`src/rtl/jtframe_rst_pkg.sv`:
```
// Shared definitions for the reset sequencer.
// State encoding constants are exported so that debug and OSD readers can
// decode the st output of jtframe_rst_seq without duplicating the values.
package jtframe_rst_pkg;

  // Sequencer states, as seen on the st debug output
  localparam logic [1:0] ST_WAIT = 2'd0;  // waiting for synchronised lock
  localparam logic [1:0] ST_FILT = 2'd1;  // lock filter running
  localparam logic [1:0] ST_SDR  = 2'd2;  // SDRAM out of reset, waiting for init
  localparam logic [1:0] ST_RUN  = 2'd3;  // core hold / core running

  // Counter width able to hold the larger of the two terminal counts
  function automatic int unsigned rst_cnt_w(input int unsigned a, input int unsigned b);
    return $clog2(a > b ? a : b) + 1;
  endfunction

endpackage

```
`src/rtl/jtframe_sync2.sv`:
```
// Generic two flip-flop synchroniser for a single level signal.
// Ports:
//   clk   - destination clock
//   rst_n - asynchronous active-low reset, clears both stages to 0
//   d     - asynchronous input level
//   q     - input level synchronised to clk (two cycles of latency)
module jtframe_sync2 (
  input  logic clk,
  input  logic rst_n,
  input  logic d,
  output logic q
);

  logic [1:0] ff_q;

  always_ff @(posedge clk or negedge rst_n) begin
    if (!rst_n) begin
      ff_q <= 2'b00;
    end else begin
      ff_q <= {ff_q[0], d};
    end
  end

  assign q = ff_q[1];

endmodule

```
`src/rtl/jtframe_rst_seq.sv`:
```
// Reset sequencer for one game-clock domain (clk_rom by default).
// Brings up the SDRAM controller first, once the PLL lock has been stable for
// LOCK_CNT cycles, and then the game core HOLD_CNT cycles after the SDRAM
// reports ready. A soft reset request only re-holds the core. Losing lock after
// the filter has passed restarts everything and sets a sticky lock_lost flag.
// Ports:
//   clk         - sequencer clock
//   rst_n       - asynchronous active-low reset
//   pll_locked  - raw PLL lock, asynchronous
//   soft_rst    - soft game reset request, asynchronous level
//   sdram_ready - SDRAM initialisation done, synchronous to clk
//   lost_clr    - clears lock_lost, synchronous to clk
//   sdram_rst   - active-high SDRAM controller reset (registered)
//   core_rst    - active-high game core reset (registered)
//   lock_lost   - sticky: lock dropped after the filter had passed
//   st          - current state for debug (see jtframe_rst_pkg)
module jtframe_rst_seq
  import jtframe_rst_pkg::*;
#(
  parameter int unsigned LOCK_CNT = 1024,  // min 2
  parameter int unsigned HOLD_CNT = 256    // min 1
) (
  input  logic       clk,
  input  logic       rst_n,
  input  logic       pll_locked,
  input  logic       soft_rst,
  input  logic       sdram_ready,
  input  logic       lost_clr,
  output logic       sdram_rst,
  output logic       core_rst,
  output logic       lock_lost,
  output logic [1:0] st
);

  localparam int unsigned CW = rst_cnt_w(LOCK_CNT, HOLD_CNT);

  localparam logic [CW-1:0] LOCK_TERM = CW'(LOCK_CNT - 1);
  localparam logic [CW-1:0] HOLD_TERM = CW'(HOLD_CNT - 1);

  logic lk_s;
  logic sr_s;

  jtframe_sync2 u_sync_lock (
    .clk  (clk),
    .rst_n(rst_n),
    .d    (pll_locked),
    .q    (lk_s)
  );

  jtframe_sync2 u_sync_soft (
    .clk  (clk),
    .rst_n(rst_n),
    .d    (soft_rst),
    .q    (sr_s)
  );

  logic [1:0]    st_q, st_d;
  logic [CW-1:0] cnt_q, cnt_d;
  logic          hold_q, hold_d;
  logic          lost_q, lost_d;
  logic          sdram_rst_q, sdram_rst_d;
  logic          core_rst_q, core_rst_d;

  logic [CW-1:0] cnt_inc;
  logic          lock_drop;

  // The counter never wraps: every path that would step past a terminal value
  // either changes state or stops counting, so a plain increment is enough.
  assign cnt_inc   = cnt_q + CW'(1);
  assign lock_drop = !lk_s && ((st_q == ST_SDR) || (st_q == ST_RUN));

  always_comb begin
    st_d   = st_q;
    cnt_d  = cnt_q;
    hold_d = hold_q;
    // A lock drop below sets the flag again, so set wins over clear
    lost_d = lost_q & ~lost_clr;

    if (lock_drop) begin
      st_d   = ST_WAIT;
      cnt_d  = '0;
      hold_d = 1'b0;
      lost_d = 1'b1;
    end else begin
      unique case (st_q)
        ST_WAIT: begin
          if (lk_s) begin
            st_d  = ST_FILT;
            cnt_d = '0;
          end
        end

        ST_FILT: begin
          if (!lk_s) begin
            // Lock never qualified, so this is not a lock loss
            st_d  = ST_WAIT;
            cnt_d = '0;
          end else begin
            cnt_d = cnt_inc;
            // The WAIT cycle that saw lk_s already counts as one lock cycle
            if (cnt_inc == LOCK_TERM) begin
              st_d = ST_SDR;
            end
          end
        end

        ST_SDR: begin
          if (sdram_ready) begin
            st_d   = ST_RUN;
            hold_d = 1'b1;
            cnt_d  = '0;
          end
        end

        ST_RUN: begin
          if (hold_q) begin
            if (sr_s) begin
              cnt_d = '0;
            end else if (cnt_q == HOLD_TERM) begin
              hold_d = 1'b0;
            end else begin
              cnt_d = cnt_inc;
            end
          end else if (sr_s) begin
            hold_d = 1'b1;
            cnt_d  = '0;
          end
        end

        default: begin
          st_d = ST_WAIT;
        end
      endcase
    end

    // Resets are derived from the next state so they change on the same edge
    sdram_rst_d = (st_d == ST_WAIT) || (st_d == ST_FILT);
    core_rst_d  = !((st_d == ST_RUN) && !hold_d);
  end

  always_ff @(posedge clk or negedge rst_n) begin
    if (!rst_n) begin
      st_q        <= ST_WAIT;
      cnt_q       <= '0;
      hold_q      <= 1'b0;
      lost_q      <= 1'b0;
      sdram_rst_q <= 1'b1;
      core_rst_q  <= 1'b1;
    end else begin
      st_q        <= st_d;
      cnt_q       <= cnt_d;
      hold_q      <= hold_d;
      lost_q      <= lost_d;
      sdram_rst_q <= sdram_rst_d;
      core_rst_q  <= core_rst_d;
    end
  end

  assign sdram_rst = sdram_rst_q;
  assign core_rst  = core_rst_q;
  assign lock_lost = lost_q;
  assign st        = st_q;

endmodule

```
`config.mk`:
```
export PLATFORM = sky130hd
export DESIGN_NAME = jtframe_rst_seq
export DESIGN_NICKNAME = d
export VERILOG_FILES = /design/src/rtl/jtframe_rst_pkg.sv /design/src/rtl/jtframe_sync2.sv /design/src/rtl/jtframe_rst_seq.sv
export SDC_FILE = /design/constraint.sdc
export NUM_CORES = 1
export LEC_CHECK = 0
export ABC_AREA = 1
export CORE_AREA = 10 10 65 67
export CTS_CLUSTER_DIAMETER = 30
export DETAILED_ROUTE_END_ITERATION = 6
export DIE_AREA = 0 0 75 77
export SLEW_MARGIN = 20
export SYNTH_ARGS = -nofsm -noshare
export SYNTH_HDL_FRONTEND = slang
export SYNTH_HIERARCHICAL = 1
export SYNTH_SLANG_ARGS = --single-unit
```
`constraint.sdc`:
```
create_clock -name clk -period 2.05 [get_ports clk]
set_input_delay 0.3075 -clock clk [delete_from_list [all_inputs] [get_ports clk]]
set_output_delay 0.3075 -clock clk [all_outputs]
set_load 0.02 [all_outputs]
```
==> results_dict.tcl, run 1 <==
set metrics [dict create \
    ys_types 21 \
    startpoint "sdram_rst" \
    cts_made_buffers 3 \
    slew_violations 0 \
    port_buffers 10 \
    clk_path_buf_depth 2 \
    syn_avg_cell_area_um2 7.57 \
    cp_max_fo 1 \
    fin_crit_sh_pct 85.0 \
    die_w_um 75 \
    num_vias 993 \
    status "complete, no violations" \
    drtAntennaViolNets 0 \
    fin_nets 175 \
    vdd_drop_max_mv 0.296 \
    dr.pass1.iters 4 \
    holdCritPathClass "in2async" \
    synthTopCellsByArea "dfrtp_1, nand2_1, inv_1, nand3_1, dfstp_2" \
    crit_path_cell_trace "clkdlybuf4s50_1" \
    drive_gt1_share_pct 13.3 \
    grt.met3_usage_pct 1.67 \
    avgRoutedWirePerCell_um 11.6 \
    yosys_most_used_dff "dfrtp_1" \
    vias_per_cell 4.99 \
    hpwl_um 1850 \
    fmax_mhz 574 \
    hold_violations 0 \
    critical_path.top_delay_family "buffers and inverters" \
    ios 11 \
    yosysTopAreaCellShare_pct 41.9 \
    ys.warnings.count 6 \
    root_buffer "clkbuf_4" \
    holdBufCountCts 0 \
    dpl_cell_area_mm2 0.00129 \
    row_count 20 \
    finalWeightedCongestion 0.859 \
    ys_async_sr_fraction_pct 100 \
    worst_pin_slew_ns 0.277 \
    clk_pin_slew_ns 0.12 \
    crit_end "sdram_rst" \
    crit_buf_inv 1 \
    setup_viol 0 \
    cp.depth 1 \
    p_leak_nw 0.611 \
    max_stage_delay_ns 0.60 \
    cp_slowest_cell "clkdlybuf4s50_1" \
    die_area_mm2 0.00578 \
    grt_pass1_vias 945 \
    netlist_area_mm2 0.00113 \
    start_kind "register" \
    p_per_area_mw_per_mm2 546 \
    crit_required_ns 1.74 \
    cts_tree "yes" \
    synth-edff-count 0 \
    core_area_mm2 0.00298 \
    synth-seq-area-share_pct 46.5 \
    fin_skew_ns 0.00568 \
    relSlewSlack_pct 81.5 \
    dieHeight_um 77 \
    grtUsageTotal_pct 8.50 \
    synth_cells 150 \
    rr_worst_depth 12 \
    grt_pass1_wl_um 3990 \
    clock-sinks 21 \
    final_area_mm2 0.00132 \
    use_met2_pct 13.5 \
    cts_setup_buffers 0 \
    gr-total-overflow 0 \
    drc_errors 0 \
    cap_violations 0 \
    initial_core_util_pct 38.1 \
    antenna_cells 0 \
    yosysTopAreaCell "dfrtp_1" \
    h-tree-depth 1 \
    worstSetupPathType "reg2out" \
    finalSetupTns_ns 0 \
    antenna_found_initial 0 \
    areaGrowthSynthToFinish_pct 16.2 \
    gr-max-usage-layer "met2" \
    wl_um 2310 \
    grt_max_degree 22 \
    end_kind "output port" \
    drt_iter0_markers 74 \
    clkLatencyLatePin_ns 0.30 \
    synth.net_count 158 \
    synth-seq-cells 21 \
    cts.repair.resized 0 \
    regToRegEndpoint "cnt_q[5]" \
    fin_ws_ns 0.307 \
    worstPathArrival_ns 1.44 \
    rsz0062_at_grt "false" \
    timing.rr.start "cnt_q[1]" \
    dp_slack_ns 0.334 \
    met1_usage_pct 10.8 \
    rrSetupSlack_ns 0.36 \
    period_minus_slack_ns 1.74 \
]
## worst min-delay path by stage
stage | end | slack, ns
finish | cnt_q[3] | 0.33
global route | cnt_q[0] | 0.36
CTS | cnt_q[3] | 0.32
detailed placement | u_sync_soft/ff_q[1] | 0.34
global placement | u_sync_lock/ff_q[1] | 0.33
floorplan | cnt_q[0] | 0.01
## kinds of logic (layout without fill, tap and decap cells)
family                     count (synthesis)  count (layout)  share of synthesized area (%)
xor gates and xnor gates                   1               1                          0.772
buffers and inverters                     24              40                           8.05
AOI/OAI and AO/OA                         20              20                           9.59
and+or+nand+nor                           82              82                           32.9
DFF                                       21              21                           46.5
adders and majority gates                  2               2                           2.20
## cells in the final DEF (no fill, tap or decap), drive strengths merged, types with 2 or more instances in the layout
cell           count
nand2             48
clkinv             2
dfrtp             19
o21ai             11
buf                2
ha                 2
clkdlybuf4s50     10
inv               23
dfstp              2
o22ai              2
nor2              17
clkbuf             3
nand4              3
nand3             13
a21oi              6
## cell usage after synthesis (3+ instances only)
master and count:
nand3_1 12, nand2_2 4, dfrtp_1 19, nand4_1 3
nand2_1 42, nor2_1 14, o21ai_0 10, a21oi_1 6
inv_1 21, nor2_2 3
## flip-flops by register name, summed over array words and instances (netlist names)
| name | flops |
|---|---|
| cnt_q | 11 |
| u_sync_lock/ff_q | 2 |
| sdram_rst | 1 |
| core_rst | 1 |
| hold_q | 1 |
| st | 2 |
| lock_lost | 1 |
| u_sync_soft/ff_q | 2 |
## power breakdown
| part | switching (mW) | internal (mW) | leakage [nW] |
|---|---|---|---|
| registers | 0.0112 | 0.426 | 0.274 |
| logic | 0.0514 | 0.0326 | 0.319 |
| clock network | 0.127 | 0.0728 | 0.0177 |
| total | 0.189 | 0.531 | 0.611 |
## worst reg2reg max path, stage by stage, from the launching register on
cell	delay (ns)
dfrtp_1	0.45
ha_1	0.23
nand2_2	0.10
nor2_2	0.13
nand2_2	0.07
nor2_2	0.10
nand4_1	0.11
nand2_2	0.10
nand2_4	0.08
nand2_4	0.09
inv_2	0.04
nand2_1	0.05
nand2_1	0.05
## per-stage QoR
step / cells / utilization [%] / power (mW) / hold slack (ns)
CTS: 199 / 44.3 / 0.738 / 0.324
detailed placement: 195 / 43.4 / 0.530 / 0.336
floorplan: 150 / - / 0.488 / 0.0119
global placement: 195 / 43.4 / 0.527 / 0.332
finish: 199 / 44.3 / 0.720 / 0.330
global route: 199 / 44.3 / 0.763 / 0.365
## routing by layer
layer	share of wire (%)	vias up	wire length (µm)
met2	47	15	1100
li1	-	507	-
met4	1.9	0	43
met3	2.6	6	61
met5	0	-	0
met1	48	465	1110
## final cells by class
cell class / count / area, µm²
fill: 299 / 1660
sequential: 21 / 528
inverter: 24 / 91.3
timing repair buffer: 12 / 115
tap: 33 / 41.3
multi-input combinational: 105 / 515
clock buffer: 3 / 22.5
clock inverter: 1 / 5.00
(Power assumes the default switching activity.)
==> inputs of run 2 (changes only) <==
CORE_AREA = 10 10 57 77   (was 10 10 65 67)
DIE_AREA = 0 0 67 87   (was 0 0 75 77)
PLACE_DENSITY = 0.56   (was not set)
==> run 2 against run 1 <==
Clock power is 31% higher. Combinational power down 9.3%. Register-to-register slack worse by 0.06 ns. Cell count grew 2.5%. Non-clock buffer count fell by 1. Sequential power increased by 0.9%. Critical path depth grew 10. Final area increased by 1.4%. Die area grew 0.94%. Maximum frequency decreased by 0.28%. Routed wire length increased by 2.2%. Largest cell class unchanged. Highest routed layer unchanged.
==> results_dict.tcl, run 2 (synthesis results as in run 1) <==
set metrics [dict create \
    drc_errors 0 \
    layout.cells.non_filler 204 \
    antenna_found_initial 0 \
    crit_required_ns 2.19 \
    rsz0062_at_grt "false" \
    cts_tree "yes" \
    wl_met1_um 1010 \
    vias_per_cell 4.87 \
    row_count 24 \
    cts_setup_buffers 0 \
    routed-wl-met3_um 79 \
    clock-sinks 21 \
    finalWeightedCongestion 0.867 \
    setup_viol 0 \
    initial_core_util_pct 37.4 \
    multiInputGateArea_um2 515 \
    core_area_mm2 0.00303 \
    worst_pin_slew_ns 0.278 \
    worstSetupPathType "reg2reg" \
    status "complete, no violations" \
    max_stage_delay_ns 0.45 \
    fin_skew_ns 0.00430 \
    seq_power_share_pct 56.5 \
    end_kind "register" \
    areaGrowthSynthToFinish_pct 17.9 \
    clkLatencyLatePin_ns 0.25 \
    drt_iter0_markers 34 \
    slew_violations 0 \
    relSlewSlack_pct 81.5 \
    clk_pin_slew_ns 0.08 \
    holdCritPathClass "reg2reg" \
    p_leak_nw 0.614 \
    finish.utilization_pct 44.1 \
    holdBufCountCts 0 \
    dr.pass1.iters 4 \
    routed-wl-met2_um 1220 \
    root_buffer "clkbuf_8" \
    grt_pass1_vias 1030 \
    hold_violations 0 \
    timing.rr.start "cnt_q[0]" \
    worstPathArrival_ns 1.89 \
    final_cell_mix "nand2_1, inv_1, dfrtp_1" \
    regArea_um2 528 \
    cp_slowest_cell "dfrtp_1" \
    grtUsageTotal_pct 8.83 \
    crit_path_cell_trace "ha_1 > nand2_2 > inv_1 > nor2_1 > nand2_1 > nor2_1 > nand2_1 > nor2_1 > nand3_1 > nand2_1 > a21oi_1" \
    avgRoutedWirePerCell_um 11.5 \
    vdd_drop_max_mv 0.427 \
    grt_pass1_wl_um 4170 \
    wl_um 2360 \
    hpwl_um 1910 \
    fillers 297 \
    dieHeight_um 87 \
    p_int_mw 0.590 \
    p_sw_share_pct 24.3 \
    num_vias 994 \
    port_buffers 10 \
    regMostFlops "cnt_q" \
    clk_path_buf_depth 2 \
    h-tree-depth 1 \
    drive_gt1_share_pct 12.7 \
    power.total_mw 0.780 \
    start_kind "register" \
    finalSetupTns_ns 0 \
    p_per_area_mw_per_mm2 583 \
    largest_reg_flops 11 \
    gr-total-overflow 0 \
    place_inst 200 \
    die_area_mm2 0.00583 \
    final_common_cell "nand2_1" \
    drtAntennaViolNets 0 \
    grt_max_degree 22 \
    ios 11 \
    cp_max_fo 7 \
    top_layer "met4" \
    die_w_um 67 \
    fmax_mhz 572 \
    fin_crit_sh_pct 85.3 \
    period_minus_slack_ns 1.75 \
    cts.repair.resized 0 \
    cap_violations 0 \
    comb_power_share_pct 9.8 \
    switching_power_mw 0.190 \
    hold_start "u_sync_soft/ff_q[0]" \
    cts_made_buffers 3 \
    fin_nets 174 \
    startpoint "cnt_q[0]" \
    power_frac_clock_pct 33.7 \
    antenna_cells 0 \
]
## run 2: cell types whose count changed in the layout (fill, tap and decap cells not counted), sizes merged
cell,change
buf,-1
## run 2: power groups by stage
stage	clock (mW)	combinational, mW	sequential, mW
floorplan	0	0.0389	0.449
global placement	0	0.0772	0.448
detailed placement	0	0.0776	0.448
CTS	0.276	0.0779	0.441
global route	0.291	0.0867	0.443
finish	0.263	0.0762	0.441
## run 2: cell type report
| class | count | share of cell area (%) |
|---|---|---|
| Tap cell | 39 | 3.65 |
| Timing Repair Buffer | 11 | 8.04 |
| Clock buffer | 3 | 3.09 |
| Multi-Input combinational cell | 105 | 38.5 |
| Sequential cell | 21 | 39.5 |
| Inverter | 24 | 6.83 |
| Clock inverter | 1 | 0.374 |
## run 2: worst max-delay path, delay by kind of cell, from the launching register on
kind	cells	cell delay [ns]
adders and majority gates	1	0.27
DFF	1	0.45
buffers and inverters	1	0.06
AOI/OAI and AO/OA	1	0.06
and+or+nand+nor	8	0.80
## run 2: path summary, 6_finish.rpt
check                           slack [ns]             endpoint  cells after the start
max in group asynchronous             1.38             core_rst                      2
worst max register to register        0.30                st[0]                     11
min in group asynchronous             0.39             cnt_q[1]                      2
worst min register to register        0.36  u_sync_soft/ff_q[1]                      0
worst min-delay path                  0.36  u_sync_soft/ff_q[1]                      0
worst max-delay path                  0.30                st[0]                     11
## run 2: stage by stage
stage | area (µm²) | setup slack (ns) | hold slack, ns
final | 1340 | 0.302 | 0.358
after CTS | 1340 | 0.309 | 0.363
after global placement | 1290 | 0.327 | 0.345
after floorplan | 1130 | 0.508 | 0.0119
after detailed placement | 1290 | 0.299 | 0.337
after global routing | 1340 | 0.149 | 0.372
## run 2: per-layer routing
metal | up-vias | GRT usage, %
met1 | 467 | 8.60
li1 | 506 | -
met3 | 4 | 2.19
met2 | 17 | 16.7
met4 | 0 | 3.75
met5 | - | 0
==> inputs of run 3 (changes only) <==
SETUP_SLACK_MARGIN = 0.1   (was not set)
==> results of run 3 <==
The final DEF is identical to that of run 2; final timing and power are the same.
